## src/rtl/motion_pkg.sv

```systemverilog
// Shared motion-control types for servo pattern generation: duty modes,
// sequencer state encodings and default servo duty words.
package motion_pkg;

   typedef enum logic [1:0] {
      DUTY_HOLD     = 2'd0,
      DUTY_TOGGLE   = 2'd1,
      DUTY_RAMP     = 2'd2,
      DUTY_TRIANGLE = 2'd3
   } duty_mode_e;

   typedef enum logic [1:0] {
      SEQ_IDLE     = 2'd0,
      SEQ_RUN      = 2'd1,
      SEQ_WAIT_ACK = 2'd2
   } seq_state_e;

   localparam logic [7:0] SERVO_DUTY_MIN    = 8'h00;
   localparam logic [7:0] SERVO_DUTY_CENTER = 8'h80;
   localparam logic [7:0] SERVO_DUTY_MAX    = 8'hFF;

endpackage

```

## src/rtl/duty_step_calc.sv

```systemverilog
// Combinational next-value, direction and period-closing logic for one
// step of the duty pattern.
module duty_step_calc
   import motion_pkg::*;
#(
   parameter int DUTY_W = 8
) (
   input  duty_mode_e        mode,
   input  logic [DUTY_W-1:0] v,
   input  logic              dir_down,
   input  logic [DUTY_W-1:0] low,
   input  logic [DUTY_W-1:0] high,
   input  logic [DUTY_W-1:0] step,
   output logic [DUTY_W-1:0] next_v,
   output logic              next_dir_down,
   output logic              period
);

   logic [DUTY_W:0] sum_s;
   logic [DUTY_W:0] low_step_s;

   // Next pattern value; sums carry one extra bit so v+step never wraps.
   always_comb begin
      sum_s         = {1'b0, v} + {1'b0, step};
      low_step_s    = {1'b0, low} + {1'b0, step};
      next_v        = low;
      next_dir_down = 1'b0;
      period        = 1'b0;
      if (low == high) begin
         next_v        = low;
         next_dir_down = 1'b0;
         period        = 1'b1;
      end else begin
         case (mode)
            DUTY_HOLD: begin
               next_v = low;
               period = 1'b1;
            end
            DUTY_TOGGLE: begin
               if (v == low) begin
                  next_v = high;
                  period = 1'b0;
               end else begin
                  next_v = low;
                  period = 1'b1;
               end
            end
            DUTY_RAMP: begin
               if (sum_s <= {1'b0, high}) begin
                  next_v = sum_s[DUTY_W-1:0];
                  period = 1'b0;
               end else begin
                  next_v = low;
                  period = 1'b1;
               end
            end
            DUTY_TRIANGLE: begin
               if (!dir_down) begin
                  if (sum_s >= {1'b0, high}) begin
                     next_v        = high;
                     next_dir_down = 1'b1;
                  end else begin
                     next_v        = sum_s[DUTY_W-1:0];
                     next_dir_down = 1'b0;
                  end
               end else begin
                  if ({1'b0, v} < low_step_s) begin
                     next_v        = low;
                     next_dir_down = 1'b0;
                     period        = 1'b1;
                  end else begin
                     next_v        = v - step;
                     next_dir_down = 1'b1;
                  end
               end
            end
            default: begin
               next_v = low;
               period = 1'b1;
            end
         endcase
      end
   end

endmodule

```

## src/rtl/servo_duty_sequencer.sv

```systemverilog
// Duty-pattern sequencer for the servo PWM path: config latch, dwell timer,
// valid/ready hand-off and optional mirroring of odd channels.
module servo_duty_sequencer
   import motion_pkg::*;
#(
   parameter int NUM_CH     = 2,
   parameter int DUTY_W     = 8,
   parameter int DWELL_W    = 32,
   parameter bit MIRROR_ODD = 1'b0
) (
   input  logic                     iClock,
   input  logic                     iReset,
   input  logic                     iEnable,
   input  logic [1:0]               iMode,
   input  logic [DWELL_W-1:0]       iDwell,
   input  logic [DUTY_W-1:0]        iLow,
   input  logic [DUTY_W-1:0]        iHigh,
   input  logic [DUTY_W-1:0]        iStep,
   input  logic                     iReady,
   output logic [NUM_CH*DUTY_W-1:0] oDuty,
   output logic                     oValid,
   output logic                     oPeriod,
   output logic                     oBusy
);

   localparam logic [1:0] ST_IDLE     = 2'(SEQ_IDLE);
   localparam logic [1:0] ST_RUN      = 2'(SEQ_RUN);
   localparam logic [1:0] ST_WAIT_ACK = 2'(SEQ_WAIT_ACK);

   localparam logic [DWELL_W-1:0] DWELL_ZERO = {DWELL_W{1'b0}};
   localparam logic [DWELL_W-1:0] DWELL_ONE  = {{(DWELL_W-1){1'b0}}, 1'b1};
   localparam logic [DUTY_W-1:0]  DUTY_ZERO  = {DUTY_W{1'b0}};
   localparam logic [DUTY_W-1:0]  DUTY_ONE   = {{(DUTY_W-1){1'b0}}, 1'b1};

   logic [1:0]               state_r;
   logic                     start_r;
   duty_mode_e               mode_r;
   logic [DWELL_W-1:0]       dwell_r;
   logic [DUTY_W-1:0]        low_r;
   logic [DUTY_W-1:0]        high_r;
   logic [DUTY_W-1:0]        step_r;
   logic [DUTY_W-1:0]        v_r;
   logic                     dir_down_r;
   logic [DWELL_W-1:0]       count_r;
   logic [NUM_CH*DUTY_W-1:0] duty_r;
   logic                     valid_r;
   logic                     period_r;
   logic                     busy_r;

   logic [DWELL_W-1:0]       dwell_san_s;
   logic [DUTY_W-1:0]        step_san_s;
   logic [DUTY_W-1:0]        high_san_s;
   logic [DUTY_W-1:0]        next_v_s;
   logic                     next_dir_down_s;
   logic                     next_period_s;
   logic [DUTY_W-1:0]        issue_v_s;
   logic [DUTY_W-1:0]        mirror_s;
   logic [NUM_CH*DUTY_W-1:0] pack_s;

   duty_step_calc #(
      .DUTY_W (DUTY_W)
   ) u_step_calc (
      .mode          (mode_r),
      .v             (v_r),
      .dir_down      (dir_down_r),
      .low           (low_r),
      .high          (high_r),
      .step          (step_r),
      .next_v        (next_v_s),
      .next_dir_down (next_dir_down_s),
      .period        (next_period_s)
   );

   // Degenerate configurations are repaired before they are latched.
   always_comb begin
      if (iDwell == DWELL_ZERO) begin
         dwell_san_s = DWELL_ONE;
      end else begin
         dwell_san_s = iDwell;
      end
      if (iStep == DUTY_ZERO) begin
         step_san_s = DUTY_ONE;
      end else begin
         step_san_s = iStep;
      end
      if (iLow > iHigh) begin
         high_san_s = iLow;
      end else begin
         high_san_s = iHigh;
      end
   end

   // Value about to be issued and its per-channel (optionally mirrored) packing.
   // The mirror stays inside [low,high], so modular DUTY_W-bit math is exact.
   always_comb begin
      if (state_r == ST_IDLE) begin
         issue_v_s = low_r;
      end else begin
         issue_v_s = next_v_s;
      end
      mirror_s = low_r + high_r - issue_v_s;
      pack_s   = {(NUM_CH*DUTY_W){1'b0}};
      for (int c = 0; c < NUM_CH; c++) begin
         if (MIRROR_ODD && c[0]) begin
            pack_s[c*DUTY_W +: DUTY_W] = mirror_s;
         end else begin
            pack_s[c*DUTY_W +: DUTY_W] = issue_v_s;
         end
      end
   end

   // Sequencer FSM, config latch, dwell counter and output registers.
   always_ff @(posedge iClock) begin
      if (!iReset) begin
         state_r    <= ST_IDLE;
         start_r    <= 1'b0;
         mode_r     <= DUTY_HOLD;
         dwell_r    <= DWELL_ONE;
         low_r      <= DUTY_ZERO;
         high_r     <= DUTY_ZERO;
         step_r     <= DUTY_ONE;
         v_r        <= DUTY_ZERO;
         dir_down_r <= 1'b0;
         count_r    <= DWELL_ZERO;
         duty_r     <= {(NUM_CH*DUTY_W){1'b0}};
         valid_r    <= 1'b0;
         period_r   <= 1'b0;
         busy_r     <= 1'b0;
      end else begin
         period_r <= 1'b0;
         case (state_r)
            ST_IDLE: begin
               count_r <= DWELL_ZERO;
               if (start_r) begin
                  start_r    <= 1'b0;
                  v_r        <= low_r;
                  dir_down_r <= 1'b0;
                  duty_r     <= pack_s;
                  valid_r    <= 1'b1;
                  state_r    <= ST_WAIT_ACK;
                  busy_r     <= 1'b1;
               end else if (iEnable) begin
                  start_r <= 1'b1;
                  mode_r  <= duty_mode_e'(iMode);
                  dwell_r <= dwell_san_s;
                  low_r   <= iLow;
                  high_r  <= high_san_s;
                  step_r  <= step_san_s;
               end else begin
                  start_r <= 1'b0;
               end
            end
            ST_RUN: begin
               if (!iEnable) begin
                  count_r <= DWELL_ZERO;
                  state_r <= ST_IDLE;
                  busy_r  <= 1'b0;
               end else if (count_r == dwell_r - DWELL_ONE) begin
                  count_r    <= DWELL_ZERO;
                  v_r        <= next_v_s;
                  dir_down_r <= next_dir_down_s;
                  duty_r     <= pack_s;
                  valid_r    <= 1'b1;
                  period_r   <= next_period_s;
                  state_r    <= ST_WAIT_ACK;
               end else begin
                  count_r <= count_r + DWELL_ONE;
               end
            end
            ST_WAIT_ACK: begin
               // A pending update is only retired by an accept, even when disabling.
               if (iReady) begin
                  valid_r <= 1'b0;
                  count_r <= DWELL_ZERO;
                  if (iEnable) begin
                     state_r <= ST_RUN;
                     busy_r  <= 1'b1;
                  end else begin
                     state_r <= ST_IDLE;
                     busy_r  <= 1'b0;
                  end
               end else begin
                  valid_r <= 1'b1;
               end
            end
            default: begin
               state_r <= ST_IDLE;
               start_r <= 1'b0;
               valid_r <= 1'b0;
               busy_r  <= 1'b0;
               count_r <= DWELL_ZERO;
            end
         endcase
      end
   end

   assign oDuty   = duty_r;
   assign oValid  = valid_r;
   assign oPeriod = period_r;
   assign oBusy   = busy_r;

endmodule
```

## config.mk

```make
export PLATFORM = sky130hd
export DESIGN_NAME = servo_duty_sequencer
export DESIGN_NICKNAME = d
export VERILOG_FILES = /design/src/rtl/motion_pkg.sv /design/src/rtl/duty_step_calc.sv /design/src/rtl/servo_duty_sequencer.sv
export SDC_FILE = /design/constraint.sdc
export NUM_CORES = 1
export LEC_CHECK = 0
export BUFFER_PORTS_ARGS = -buffer_cell sky130_fd_sc_hd__buf_2
export CORE_ASPECT_RATIO = 1.2
export CORE_MARGIN = 8
export CORE_UTILIZATION = 50
export CTS_BUF_LIST = sky130_fd_sc_hd__clkbuf_4 sky130_fd_sc_hd__clkbuf_8
export DETAILED_ROUTE_END_ITERATION = 10
export PLACE_DENSITY = 0.67
export SYNTH_ARGS = -nofsm -noshare
export SYNTH_HDL_FRONTEND = slang
export SYNTH_SLANG_ARGS = --single-unit
```

## constraint.sdc

```tcl
create_clock -name iClock -period 13.5 [get_ports iClock]
set_clock_uncertainty 0.05 [all_clocks]
set_input_delay 1.35 -clock iClock [delete_from_list [all_inputs] [get_ports iClock]]
set_output_delay 1.35 -clock iClock [all_outputs]
set_load 0.02 [all_outputs]
```

==> flow_metrics.env, run 1 <==
export IMPL_cts_root_buf="clkbuf_8"
export IMPL_start_util_pct=50.8
export IMPL_htree_levels=4
export IMPL_grt_start_max_net_pins=74
export IMPL_holdCritPathClass="reg -> reg"
export IMPL_drc=0
export IMPL_use_met2_pct=39.5
export IMPL_yosysWarningCount=0
export IMPL_hold_buffers=0
export IMPL_fill_cells=1599
export IMPL_setup_violations=0
export IMPL_place_ws_ns=8.65
export IMPL_synth_flop_cell="dfxtp_1"
export IMPL_final_cells=1319
export IMPL_synth_seq_area_share_pct=27.5
export IMPL_grtUsageTotal_pct=22.2
export IMPL_clock_sinks=113
export IMPL_async_flop_share_pct=0
export IMPL_post_cts_setup_buffers=0
export IMPL_max_slew_margin_rel_pct=15.3
export IMPL_synth_distinct_cells=77
export IMPL_busiest_layer="met2"
export IMPL_wl_per_cell_um=17.5
export IMPL_met1_usage_pct=24.7
export IMPL_syn_nets=1177
export IMPL_antenna_cells=0
export IMPL_start_kind="register"
export IMPL_grt_use_met3_pct=4.36
export IMPL_drive_above_1_share_pct=13.1
export IMPL_ys_seq_elements=113
export IMPL_die_h_um=157
export IMPL_rows=51
export IMPL_synth_edf_count=0
export IMPL_grt_pass1_wl_um=37500
export IMPL_worstPathMaxFanout=9
export IMPL_gp_congestion=0.944
export IMPL_rsz0062_at_grt="false"
export IMPL_drt_pass1_iter_count=5
export IMPL_setup_tns_ns=0
export IMPL_grt_overflow=0
export IMPL_ant_nets=0
export IMPL_fin_crit_ns=4.91
export IMPL_core_area_um2=16200
export IMPL_synthCells=1059
export IMPL_clock_latency_ns=0.44
export IMPL_hold_violations=0
export IMPL_cap_violations=0
export IMPL_critPathArrivalTime_ns=5.24
export IMPL_cp_end_kind="register"
export IMPL_antenna_found_initial=0
export IMPL_status="finished clean"
export IMPL_wl_um=23000
export IMPL_final_max_slew_viol_count=0
export IMPL_dieArea_um2=20800
export IMPL_vias=7711
export IMPL_worst_pin_slew_ns=1.26
export IMPL_first_global_vias=7463
export IMPL_criticalPathCategory="reg -> reg"
export IMPL_syn_cell_area_um2=8230
export IMPL_syn_area_per_cell_um2=7.77
export IMPL_io_buffer_count=80
export IMPL_area_growth_pct=9.77
export IMPL_nNetsFinal=1214
export IMPL_clk_pin_slew_ns=0.07
export IMPL_via_per_inst=5.85
export IMPL_numCtsBuffers=17
export IMPL_cp_required_ns=13.83
export IMPL_io_pins=81
export IMPL_power_density_nw_per_um2=164
export IMPL_fmax_mhz=204
export IMPL_final_period_utilization_pct=36.4
export IMPL_p_leak_nw=3.64
export IMPL_cts_resized=0
export IMPL_ir_worst_vdd_mv=0.0699
export IMPL_tritoncts="done"
export IMPL_dp_cells=1289
export IMPL_die_w_um=133
export IMPL_cts_max_path_buffers=2
export IMPL_drtIter0Drc=483
export IMPL_hpwl_um=17600
export IMPL_timing_final_ws_setup_ns=8.59
==> path summary, 6_finish.rpt <==
| check | start | end | slack (ns) | cells past startpoint |
|---|---|---|---|---|
| setup reg to reg | step_r[1] | v_r[6] | 8.59 | 18 |
| hold reg to reg | oDuty[10] | oDuty[10] | 0.42 | 2 |
| setup / recovery | step_r[1] | v_r[6] | 8.59 | 18 |
| hold / removal | oDuty[10] | oDuty[10] | 0.42 | 2 |
==> layout by cell type, fill, tap and decap left out, types with 7 or more instances in the layout <==
cell type,instances
a211oi_1,21
a21o_1,10
a21oi_1,89
a221oi_1,7
and3_1,14
buf_2,80
clkbuf_8,23
dfxtp_1,113
ha_1,53
inv_1,48
mux2i_1,21
nand2_1,147
nand2b_1,8
nand3_1,22
nand4_1,16
nor2_1,77
nor2b_1,11
nor3_1,36
nor4_1,22
o21ai_0,39
o21bai_1,8
o31ai_1,8
or4_1,8
xnor2_1,55
xor2_1,52
==> layer usage <==
| metal | up-vias | routed length [µm] |
|---|---|---|
| met2 | 208 | 11700 |
| met1 | 3608 | 9440 |
| met5 | - | 0 |
| li1 | 3829 | - |
| met4 | 0 | 990 |
| met3 | 66 | 924 |
==> per-stage QoR <==
| stage | instance area (µm²) | hold slack (ns) | power, mW | util (%) |
|---|---|---|---|---|
| after floorplan | 8230 | 0.398 | 0.980 | - |
| after global placement | 8630 | 0.402 | 1.15 | 53.3 |
| after detailed placement | 8630 | 0.414 | 1.15 | 53.3 |
| after CTS | 9040 | 0.423 | 1.48 | 55.8 |
| after global routing | 9040 | 0.434 | 1.58 | 55.8 |
| final | 9040 | 0.417 | 1.48 | 55.8 |
==> Yosys cell counts (14+ instances only) <==
cell type | n | area (µm²)
dfxtp_1 | 113 | 2260
nand3_1 | 22 | 110
nand4_1 | 16 | 100
and3_1 | 14 | 87.6
inv_1 | 48 | 180
a211oi_1 | 21 | 158
a21oi_1 | 89 | 445
nor4_1 | 22 | 138
nor2_1 | 77 | 289
xnor2_1 | 55 | 482
clkbuf_1 | 49 | 184
nand2_1 | 147 | 552
ha_1 | 53 | 663
o21ai_0 | 39 | 195
mux2i_1 | 21 | 210
nor3_1 | 36 | 180
xor2_1 | 52 | 455
==> area by class of cell <==
type	instances	area, µm²	area share, %
Clock inverter	5	75.1	0.831
Sequential cell	113	2260	25.0
Multi-Input combinational cell	829	5480	60.7
Inverter	51	191	2.12
Clock buffer	25	332	3.67
Tap cell	212	265	2.94
Timing Repair Buffer	84	430	4.76
==> kinds of logic (layout without fill, tap and decap cells) <==
group	count (synthesis)	count (layout)	share of synthesized area [%]
muxes	25	25	3.10
and+or+nand+nor	399	399	24.0
buffers and inverters	117	165	6.00
DFF	113	113	27.5
AOI/OAI and AO/OA	242	242	19.3
xor gates and xnor gates	107	107	11.4
adders and majority gates	56	56	8.78
==> critical path: stages (launching register included) <==
cell       delay, ns
dfxtp_1         0.48
inv_1           0.13
ha_1            0.32
nand2b_1        0.16
a221o_1         0.35
a21oi_1         0.17
o21bai_1        0.08
a2bb2oi_1       0.19
xnor2_1         0.11
ha_1            0.20
a2111oi_0       0.35
o21ai_0         0.19
a211oi_1        0.37
and3_1          0.45
a211oi_1        0.14
o21ai_0         0.46
nand2_1         0.09
a2111oi_0       0.40
a31o_1          0.15
==> registers in the layout, summed over array words and instances, names as in the netlist <==
| register | flops |
|---|---|
| high_r | 8 |
| dir_down_r | 1 |
| state_r | 2 |
| oValid | 1 |
| mode_r | 2 |
| oBusy | 1 |
| count_r | 32 |
| start_r | 1 |
| low_r | 8 |
| dwell_r | 32 |
| v_r | 8 |
| oPeriod | 1 |
| oDuty | 8 |
| step_r | 8 |
==> power by group <==
group	internal, mW	total, mW	switching [mW]
clock network	0.195	0.333	0.138
logic	0.277	0.688	0.411
registers	0.380	0.459	0.0795
(Power assumes the default switching activity.)
==> run 2, diff against run 1 <==
- ABC_AREA: default -> 1
- clock period: 13.5 -> 4.55 ns (I/O delays scaled with it)
==> run 2 against run 1 <==
Compared with the run above: sequential cell count is the same; final cell count grew 37%; combinational power grew to 6.4 times the previous value; first-iteration DRC count grew 50%; clock power grew to 3.3 times the previous value; core utilization grew 0.49 points; non-clock buffer count grew 5; critical path type unchanged; highest routed layer unchanged.
==> flow_metrics.env, run 2 <==
export IMPL_status="finished clean"
export IMPL_final_period_utilization_pct=88.4
export IMPL_critPathArrivalTime_ns=4.33
export IMPL_syn_cell_area_um2=9310
export IMPL_gp_congestion=0.977
export IMPL_reg_largest_list="count_r x32, dwell_r x32"
export IMPL_grt_start_max_net_pins=56
export IMPL_antenna_found_initial=0
export IMPL_ir_worst_vdd_mv=0.228
export IMPL_dieArea_um2=23300
export IMPL_busiest_layer="met2"
export IMPL_r2r_start="step_r[2]"
export IMPL_worstPathMaxFanout=12
export IMPL_multi_input_comb_area_um2=6000
export IMPL_holdCritPathClass="in -> reg"
export IMPL_hpwl_um=24400
export IMPL_dp_cells=1774
export IMPL_power_density_nw_per_um2=692
export IMPL_tritoncts="done"
export IMPL_grt_use_met3_pct=3.57
export IMPL_r2r_slack_ns=0.53
export IMPL_cap_violations=0
export IMPL_endpoint="v_r[6]"
export IMPL_fin_crit_ns=4.02
export IMPL_drive_above_1_share_pct=10.5
export IMPL_mostFrequentLayoutCell="nand2_1"
export IMPL_drc=0
export IMPL_worst_pin_slew_ns=0.990
export IMPL_fill_cells=1861
export IMPL_io_buffer_count=80
export IMPL_synth_area_leaders="dfxtp_1, nand2_1, inv_1, nor2_1, ha_1"
export IMPL_nNetsFinal=1687
export IMPL_yosysWarningCount=0
export IMPL_post_cts_setup_buffers=0
export IMPL_yosys_area_share_simple_pct=39.2
export IMPL_path_cells="inv_1, ha_1, inv_1, a21oi_1, nand2_1, nand3_1, nand3_1, xor2_1, inv_1, ha_1, nand3_1, nor3_1, nand3_1, nand3_2, nand2_1, nand3_1, nand3_1, nand2_1, nand2_1, nand2_1, nor2_1, nor2_1"
export IMPL_ff2ff_path_depth=22
export IMPL_die_w_um=141
export IMPL_start_kind="register"
export IMPL_first_global_vias=9200
export IMPL_synthCells=1508
export IMPL_drtIter0Drc=723
export IMPL_clk_pin_slew_ns=0.07
export IMPL_met1_usage_pct=28.0
export IMPL_criticalPathCategory="reg -> reg"
export IMPL_htree_levels=4
export IMPL_fmax_mhz=249
export IMPL_synth_edf_count=0
export IMPL_p_leak_nw=5.09
export IMPL_die_h_um=165
export IMPL_rsz0062_at_grt="false"
export IMPL_cpMostUsedCell="nand3_1"
export IMPL_cp_slowest_cell="ha_1"
export IMPL_synth_fa_ha_area_share_pct=7.77
export IMPL_wl_um=30300
export IMPL_wl_per_cell_um=16.8
export IMPL_numCtsBuffers=17
export IMPL_setup_tns_ns=0
export IMPL_antenna_cells=0
export IMPL_synth_most_common_cell="nand2_1"
export IMPL_regArea_um2=2260
export IMPL_io_pins=81
export IMPL_rows=54
export IMPL_setup_violations=0
export IMPL_max_slew_margin_rel_pct=34.0
export IMPL_async_flop_share_pct=0
export IMPL_grtUsageTotal_pct=26.0
export IMPL_cp_required_ns=4.86
export IMPL_use_met2_pct=47.6
export IMPL_drt_pass1_iter_count=5
export IMPL_synthXorXnorAreaFrac_pct=6.30
export IMPL_ant_nets=0
export IMPL_holdWs_ns=0.228
export IMPL_synth_flop_cell="dfxtp_1"
export IMPL_cts_root_buf="clkbuf_8"
export IMPL_clock_latency_ns=0.43
export IMPL_cts_max_path_buffers=2
export IMPL_clock_sinks=113
export IMPL_syn_area_per_cell_um2=6.17
export IMPL_core_area_um2=18200
export IMPL_grt_overflow=0
export IMPL_synth_seq_area_share_pct=24.3
export IMPL_synth_distinct_cells=50
export IMPL_finalPower_mw=7.10
export IMPL_slowest_delay_ns=0.42
export IMPL_synth_mux_area_share_pct=0
export IMPL_grt_pass1_wl_um=47400
export IMPL_ys_seq_elements=113
export IMPL_netlist_top_cells_count="nand2_1, inv_1, nor2_1, nand3_1, dfxtp_1"
export IMPL_syn_nets=1626
export IMPL_cp_end_kind="register"
export IMPL_final_max_slew_viol_count=0
export IMPL_synth_area_leader_cell="dfxtp_1"
export IMPL_final_cells=1805
export IMPL_layout_cells_most_common_list="nand2_1, inv_1, nor2_1"
export IMPL_crit_start="step_r[2]"
export IMPL_synth_top_family_by_area="simple AND/OR/NAND/NOR gates"
export IMPL_vias=9721
export IMPL_timing_rr_end="v_r[6]"
export IMPL_cts_resized=0
export IMPL_hold_violations=0
export IMPL_synth_top_area_share_pct=24.3
export IMPL_utilization_pct=56.2
export IMPL_via_per_inst=5.39
export IMPL_synth_compound_area_share_pct=11.0
export IMPL_start_util_pct=51.0
export IMPL_hold_buffers=0
export IMPL_area_growth_pct=10.2
[run 2: area by class of cell]
cell class                 count  share of cell area (%)
multi-input combinational   1134                    58.4
tap                          224                    2.73
clock inverter                11                    1.82
timing repair buffer          89                    4.56
inverter                     214                    7.84
sequential                   113                    22.0
clock buffer                  20                    2.56
[run 2: worst max-delay path: cells and delay by family (launching register included)]
family / cells / cell delay (ns)
compound gates: 1 / 0.19
fa+ha+maj: 2 / 0.73
xor+xnor: 1 / 0.30
simple gates: 15 / 2.02
buf+inv: 3 / 0.30
flops: 1 / 0.36
[run 2: how the worst min path moves through the flow]
stage,startpoint,endpoint,slack [ns],depth (start not counted)
CTS,iDwell[24],dwell_r[24],0.20,3
global placement,start_r,start_r,0.42,2
detailed placement,start_r,start_r,0.44,2
finish,iDwell[24],dwell_r[24],0.23,3
floorplan,start_r,start_r,0.41,2
global route,iDwell[27],dwell_r[27],0.20,3
[run 2: routing by layer]
layer  vias up  wire (µm)
li1       4983          -
met1      4357      12000
met2       302      15200
met3        79       1310
met4         0       1730
met5         -          0
[run 2: cell families after synthesis]
family	Yosys count
AND/OR/NAND/NOR	819
AO/OA/AOI/OAI	192
XOR/XNOR	67
adder cells (fa/ha/maj)	56
buffers and inverters	261
flip-flops	113
[run 2: power breakdown]
group	leakage [nW]	internal (mW)	switching (mW)
registers	0.926	1.24	0.368
logic	3.93	1.41	2.98
clock network	0.229	0.673	0.429
total	5.09	3.32	3.78
[run 2: metrics by stage]
step,instance area [µm²],worst slack [ns]
final,10300,0.530
after floorplan,9310,1.40
after CTS,10300,0.617
after detailed placement,9810,0.636
after global routing,10300,0.110
after global placement,9810,0.621
